<file path="config.mk">
export PLATFORM = sky130hd
export DESIGN_NAME = dram_uart_dump
export DESIGN_NICKNAME = d
export VERILOG_FILES = /design/src/rtl/dram_uart_dump.sv
export SDC_FILE = /design/constraint.sdc
export NUM_CORES = 1
export LEC_CHECK = 0
export ABC_AREA = 1
export ABC_CLOCK_PERIOD_IN_PS = 3000
export CAP_MARGIN = 20
export CORE_MARGIN = 5
export CORE_UTILIZATION = 25
export CTS_CLUSTER_SIZE = 14
export DETAILED_ROUTE_END_ITERATION = 8
export MAX_ROUTING_LAYER = met4
export SETUP_SLACK_MARGIN = 0.1
export SYNTH_ARGS = -nofsm -noshare
export SYNTH_HDL_FRONTEND = slang
export SYNTH_SLANG_ARGS = --single-unit
</file>
<file path="constraint.sdc">
create_clock -name clk -period 3 [get_ports clk]
set_clock_uncertainty 0.15 [all_clocks]
set_input_delay 0.6 -clock clk [delete_from_list [all_inputs] [get_ports clk]]
set_output_delay 0.6 -clock clk [all_outputs]
set_load 0.01 [all_outputs]
</file>
<file path="src/rtl/dram_uart_dump.sv">
// Snapshots a 32x1 dual-port distributed RAM through its DPRA read port on a
// switch trigger and sends the 32 bits as a 5-byte 8N1 UART frame.
module dram_uart_dump #(
    parameter int          CLK_HZ = 100_000_000,
    parameter int          BAUD   = 115200,
    parameter logic [31:0] INIT   = 32'h0000_0002
) (
    input  logic        clk,
    input  logic        rst,
    input  logic        rx,
    output logic        tx,
    input  logic [15:0] sw,
    output logic [15:0] led
);

    localparam int DIV = CLK_HZ / BAUD;
    localparam int CW  = (DIV > 1) ? $clog2(DIV) : 1;
    localparam logic [CW-1:0] BAUD_LAST = CW'(DIV - 1);

    if (DIV < 2) begin : g_div_check
        $error("dram_uart_dump: CLK_HZ / BAUD must be at least 2");
    end

    typedef enum logic [1:0] {
        IDLE   = 2'd0,
        SAMPLE = 2'd1,
        SEND   = 2'd2
    } state_t;

    // RAM32X1D behaviour: synchronous write port, asynchronous SPO/DPO reads.
    // Contents are power-up initialised only; reset never touches them.
    logic [31:0] mem_q = INIT;
    logic        spo;
    logic        dpo;

    state_t      state_q;
    logic [4:0]  raddr_q;
    logic [31:0] snap_q;
    logic [2:0]  byte_idx_q;
    logic [3:0]  bit_idx_q;
    logic [CW-1:0] baud_q;
    logic        tx_q;
    logic [7:0]  last_byte_q;
    logic        s1_q;
    logic        s2_q;
    logic        s3_q;
    logic        trig;
    logic        busy;
    logic [7:0]  cur_byte;
    logic        unused_ok;

    always_ff @(posedge clk) begin
        if (sw[15]) begin
            mem_q[sw[4:0]] <= sw[13];
        end
    end

    assign spo = mem_q[sw[4:0]];
    assign dpo = mem_q[raddr_q];

    function automatic logic [7:0] frame_byte(input logic [2:0] idx, input logic [31:0] s);
        logic [7:0] b;
        case (idx)
            3'd0:    b = 8'hA5;
            3'd1:    b = s[7:0];
            3'd2:    b = s[15:8];
            3'd3:    b = s[23:16];
            default: b = s[31:24];
        endcase
        return b;
    endfunction

    assign trig     = s2_q & ~s3_q;
    assign busy     = (state_q != IDLE);
    assign cur_byte = frame_byte(byte_idx_q, snap_q);

    // bit_idx: 0 = start, 1..8 = data LSB first, 9 = stop. tx_q always holds
    // the level of the bit currently on the line.
    always_ff @(posedge clk or posedge rst) begin
        if (rst) begin
            state_q     <= IDLE;
            raddr_q     <= 5'd0;
            snap_q      <= 32'd0;
            byte_idx_q  <= 3'd0;
            bit_idx_q   <= 4'd0;
            baud_q      <= '0;
            tx_q        <= 1'b1;
            last_byte_q <= 8'h00;
            s1_q        <= 1'b0;
            s2_q        <= 1'b0;
            s3_q        <= 1'b0;
        end else begin
            s1_q <= sw[14];
            s2_q <= s1_q;
            s3_q <= s2_q;
            case (state_q)
                IDLE: begin
                    if (trig) begin
                        state_q <= SAMPLE;
                        raddr_q <= 5'd0;
                        snap_q  <= 32'd0;
                    end
                end
                SAMPLE: begin
                    snap_q[raddr_q] <= dpo;
                    raddr_q         <= raddr_q + 5'd1;
                    if (raddr_q == 5'd31) begin
                        state_q     <= SEND;
                        byte_idx_q  <= 3'd0;
                        bit_idx_q   <= 4'd0;
                        baud_q      <= '0;
                        tx_q        <= 1'b0;
                        last_byte_q <= 8'hA5;
                    end
                end
                SEND: begin
                    if (baud_q == BAUD_LAST) begin
                        baud_q <= '0;
                        if (bit_idx_q == 4'd9) begin
                            if (byte_idx_q == 3'd4) begin
                                state_q <= IDLE;
                                tx_q    <= 1'b1;
                            end else begin
                                byte_idx_q  <= byte_idx_q + 3'd1;
                                bit_idx_q   <= 4'd0;
                                tx_q        <= 1'b0;
                                last_byte_q <= frame_byte(byte_idx_q + 3'd1, snap_q);
                            end
                        end else begin
                            bit_idx_q <= bit_idx_q + 4'd1;
                            tx_q      <= (bit_idx_q == 4'd8) ? 1'b1 : cur_byte[bit_idx_q[2:0]];
                        end
                    end else begin
                        baud_q <= baud_q + 1'b1;
                    end
                end
                default: state_q <= IDLE;
            endcase
        end
    end

    assign tx  = tx_q;
    assign led = {last_byte_q, raddr_q, busy, dpo, spo};

    assign unused_ok = ^{rx, sw[12:5]};

endmodule

</file>
Yosys cells after proc, flatten, opt, wreduce, memory -nomap -nowiden

Cells that the tools add are included.

Bits in registers: 100
Output and inout bits: 17

Bitwise operators: 2
Add/subtract/negate cells: 4
Reductions and logical operators: 14
Multiplexer cells: 48
Order comparisons: 5
Eq/ne operators: 20

Operator list:

| cell                  | count |
|---|---|
| $bwmux 32             | 2 |
| $pmux 32 s2           | 1 |
| $pmux 8 s4            | 2 |
| $mux 32               | 1 |
| $mux 8                | 4 |
| $mux 10               | 2 |
| $pmux 10 s2           | 1 |
| $mux 4                | 4 |
| $pmux 8 s2            | 1 |
| $eq 3x2->1 const B    | 4 |
| $lt 5x6->1 const B    | 2 |
| $mux 3                | 4 |
| $ne 2x2->1 const B    | 6 |
| $add 10x1->10 const B | 1 |
| $bmux 1 s5            | 2 |
| $demux 1 s5           | 2 |
| $eq 10x10->1 const B  | 1 |
| $ge 5x1->1 const B    | 2 |
| $mux 1                | 10 |
| $mux 2                | 5 |
| $pmux 5 s2            | 1 |
| $reduce_and 5->1      | 2 |
| $eq 4x4->1 const B    | 2 |
| $pmux 4 s2            | 1 |
| other kinds (24)      | 30 |

Logic depth before layout (Yosys ltp)

Depth after elaboration: 8
Depth in mapped cells: 13
Mapped depth without buffers: 12

Worst setup path after synthesis

No wires, ideal clock.

Path kind: input-to-output
Start: input sw[0]
End: output led[0]
Cell stages on the path: 9
Buffers on the path: 1
Slack: 709 ps
Data arrival time: 1,541 ps
Cells stage by stage: clkinv_1 nor2_2 a22oi_1 o211ai_1 nand2_1 nand2_1 nor2_1 nand2_1 buf_4

Word-level cells in the longest chain between the ends: 2

Ends and longest elaborated chain:

| what                         | line | source |
|---|---|---|
| start, declared              | 12   | `input logic [15:0] sw,` |
| $bmux 1 s5                   | 58   | `assign spo = mem_q[sw[4:0]];` |
| $mux 1 (implied by the code) | 58   |  |
| end, declared                | 13   | `output logic [15:0] led` |

Every way passes these cells. The select of a mux whose other input is x is not followed.

Worst setup path after layout

Start: input sw[2]
End: output led[0]

The elaborated chain is that of the path after synthesis.

==> results by group <==
Die
  – Die W: 164 um
  – Num rows: 56
  – Die Y: between 150 and 200 um
  – Top-Level Pins: 36
  – Die area: 26,700 sq um
  – Initial Util: approximately a quarter
  – Core Area: 23,300 sq um

Layout
  – Nets: 843
  – Fin cells: between 1k and 1.5k
  – Area Overhead vs Synth: 19.2%
  – Layout cells sized above 1: about an eighth
  – ANT cells: 0
  – # fillers: approximately 2.5k

Critical path
  – CP required: 2.25 ns
  – Critical Path End: led[0]
  – CP startpoint kind: input pin
  – CP max FO: 4
  – Reg2Reg Setup Slack: 0.59 ns
  – Endpoint class of the critical path: output pin
  – Worst Path Arrival: approximately 2.0 ns
  – Worst setup path startpoint: sw[2]
  – Worst r2r src: raddr_q[1]
  – R2r worst-path depth: 11
  – CP Class: in2out
  – Worst r2r dst: baud_q[6]

Clocking
  – CTS H-tree lvls: 3
  – Clock sinks: 100
  – Clock latency on the worst-skew pair: 0.35 ns
  – TritonCTS clock tree: built
  – Hold buffers post-CTS: 0
  – Bufs on Longest Clock Path: 2
  – Clk root buf: clkbuf_16
  – Clock Pin Slew Worst Setup and Hold Paths: around 0.070 ns
  – TritonCTS buffer count: 9

Drt
  – Vias per cell: between 4 and 5
  – Initial DRC count: 372
  – Drt drc: 0
  – WL/cell: 13.3 um
  – Drt total wl: ~15,000 um
  – Vias: 5,183
  – DRT Pass-1 Iters: 5
  – Antenna-violating nets left: 0

Power and ir drop
  – Switch share: 42.7%
  – Internal Power: 0.00322 W
  – Seq pwr share: 34.2%
  – Comb power frac: 44.1%
  – Maximum VDD drop: 520 uV
  – Clock power share: 21.7%
  – LEAKAGE: 3.16 nW
  – Power per cell area: 801 nW/um^2
  – Psw: about 0.0024 W

Logic synthesis
  – Largest family of logic cells by synthesized area: simple AND/OR/NAND/NOR gates
  – Post-synth EDFFs: 32
  – Mapped Area: roughly 5900 sq um
  – Post-synthesis mux area share: 0%
  – Seq/Total Area, Yosys: 45.2%
  – Synth Register Bits: 100
  – Post-synthesis net count: just under 800
  – Synth Area in Compound Gates: between 10% and 20%
  – Async set-reset flop share out of synthesis: 68.0%
  – Yosys cell types: 32
  – XOR/XNOR Fraction of Synth Area: 0.446%
  – Synth Area per Inst: 7.74 sq um
  – Post-Synth Adder-Cell Area: around 2.8%
  – Post-Synth Simple-Gate Area: 23.4%
  – Synth Flop Type: dfrtp_1
  – Synth warn: 0
  – Cells after synthesis: roughly 760

Global routing
  – First-pass GRT wire length: 25,100 um
  – All-layer global routing usage: around an eighth
  – Pin count of the biggest net entering global routing: 69
  – Vias in the first global route: approximately 4.9k
  – Remaining global-route overflow: 0
  – Antenna violations before repair: 0

STA
  – Setup_tns: 0 ns
  – Top achievable clock speed: between 0.3 and 0.4 GHz
  – Final Cycle Share: 91.8%
  – Fin Hold WS: 0.202 ns
  – RSZ-0062 raised after global routing: no
  – Worst relative slew slack: 49.6%
  – Final setup viols: 0
  – Final hold viol count: 0
  – Crit path time final: 2.75 ns
  – Final count of pins violating max slew: 0
  – Post-route setup slack: 0.245 ns
  – Worst-Margin Slew: 0.753 ns

Placed design
  – GPL Wtd Cong: 0.879
  – Placed cells: 1,117
  – Dpl ws: -0.205 ns
  – Post-DP HPWL: 10,900 um
  – Port bufs: 26

Min path
  – Worst min path class: reg2reg

Flow run
  – Maxcap violations: 0

Run status
  – Outcome: complete, no violations
==> flip-flops by register name, summed over array words and instances (netlist names) <==
name         cells
mem_q           32
snap_q          32
baud_q          10
last_byte_q      8
raddr_q          5
bit_idx_q        4
byte_idx_q       3
state_q          2
s1_q             1
s2_q             1
s3_q             1
tx               1
==> area by class of cell <==
| cell class | count | area, sq um | share of cell area, % |
|---|---|---|---|
| flip-flops and latches | 100 | 2670 | 38.0 |
| multi-input cells | 514 | 2630 | 37.5 |
| repair buffers | 61 | 547 | 7.79 |
| inverters | 125 | 469 | 6.68 |
| well taps | 319 | 399 | 5.69 |
| clock buffers | 9 | 225 | 3.21 |
| clock inverters | 7 | 81.3 | 1.16 |
==> logic make-up after synthesis <==
family / after synthesis
fa+ha+maj: 13
buf+inv: 147
simple gates: 335
xor+xnor: 3
flops: 100
compound gates: 163
==> cell usage in the layout (no fill, tap or decap), drive strengths merged <==
| master | synthesis | routed |
|---|---|---|
| nor4 | 2 | 2 |
| clkdlybuf4s50 | 0 | 21 |
| dlygate4sd2 | 0 | 3 |
| clkinvlp | 0 | 1 |
| a22oi | 9 | 9 |
| clkinv | 1 | 2 |
| buf | 16 | 35 |
| nor3 | 12 | 12 |
| clkbuf | 6 | 9 |
| o31ai | 4 | 4 |
| nand2 | 165 | 165 |
| o21ai | 79 | 79 |
| dfstp | 1 | 1 |
| nand4 | 5 | 5 |
| dlymetal6s2s | 0 | 1 |
| o221ai | 3 | 3 |
| edfxtp | 32 | 32 |
| dfrtp | 67 | 67 |
| inv | 124 | 128 |
| bufinv | 0 | 1 |
| xor2 | 2 | 2 |
| o22ai | 7 | 7 |
| o2111ai | 1 | 1 |
| xnor2 | 1 | 1 |
| clkdlybuf4s15 | 0 | 1 |
| nand3 | 53 | 53 |
| nor2 | 98 | 98 |
| o211ai | 14 | 14 |
| a32o | 1 | 1 |
| ha | 13 | 13 |
| a21oi | 45 | 45 |
==> through the flow <==
stage / cell area (sq um) / total power (W) / util (%)
2_1_floorplan: 5890 / 0.00374 / -
3_3_place_gp: 6670 / 0.00439 / 28.6
3_5_place_dp: 6670 / 0.00443 / 28.6
4_1_cts: 6980 / 0.00566 / 29.9
5_1_grt: 7020 / 0.00606 / 30.1
6_report: 7020 / 0.00562 / 30.1
==> cells in the mapped netlist, types with 12 or more instances <==
cell | instances | area share (%)
o21ai_0 | 35 | 3.0
a21oi_1 | 45 | 3.8
o211ai_1 | 14 | 1.8
inv_1 | 122 | 7.8
nor2_1 | 92 | 5.9
dfrtp_1 | 67 | 28
edfxtp_1 | 32 | 16
o21ai_2 | 32 | 4.8
nand3_1 | 53 | 4.5
o21ai_1 | 12 | 1.0
nand2_1 | 163 | 10
nor3_1 | 12 | 1.0
ha_1 | 13 | 2.8
==> power by group through the flow <==
| stage | clock, W | sequential, W | combinational, W |
|---|---|---|---|
| CTS | 0.00125 | 0.00193 | 0.00247 |
| detailed placement | 0 | 0.00195 | 0.00248 |
| floorplan | 0 | 0.00189 | 0.00185 |
| finish | 0.00122 | 0.00192 | 0.00248 |
| global route | 0.00131 | 0.00197 | 0.00278 |
| global placement | 0 | 0.00195 | 0.00244 |
==> worst min-delay path by stage <==
stage | start | endpoint | slack [ns] | depth (start not counted)
global route | s1_q | s2_q | 0.22 | 0
floorplan | s1_q | s2_q | 0.18 | 0
finish | s1_q | s2_q | 0.20 | 0
CTS | s1_q | s2_q | 0.21 | 0
detailed placement | s1_q | s2_q | 0.19 | 0
global placement | s1_q | s2_q | 0.18 | 0
==> what timing repair did <==
item / CTS / global route
buffers inserted: 0 / 2
pin swaps: 0 / 0
setup endpoints to repair: 2 / 2
resized for setup: 8 / 7
==> worst max-delay path, cell delays in order <==
cell,delay (ns)
clkdlybuf4s50_1,0.41
buf_4,0.15
nor3_1,0.30
nand2_1,0.09
nand2_1,0.06
nor2_1,0.04
nand2_1,0.06
dlygate4sd2_1,0.27
==> routing by layer <==
metal	part of all wire, %	routed length [um]	global-route usage (%)	vias up
met5	0	0	-	-
met4	1.3	195	3.13	0
met3	4.5	674	2.22	18
met2	46	7010	18.5	127
met1	48	7270	16.1	2436
li1	-	-	-	2602
Power figures use the tool's default switching activity.
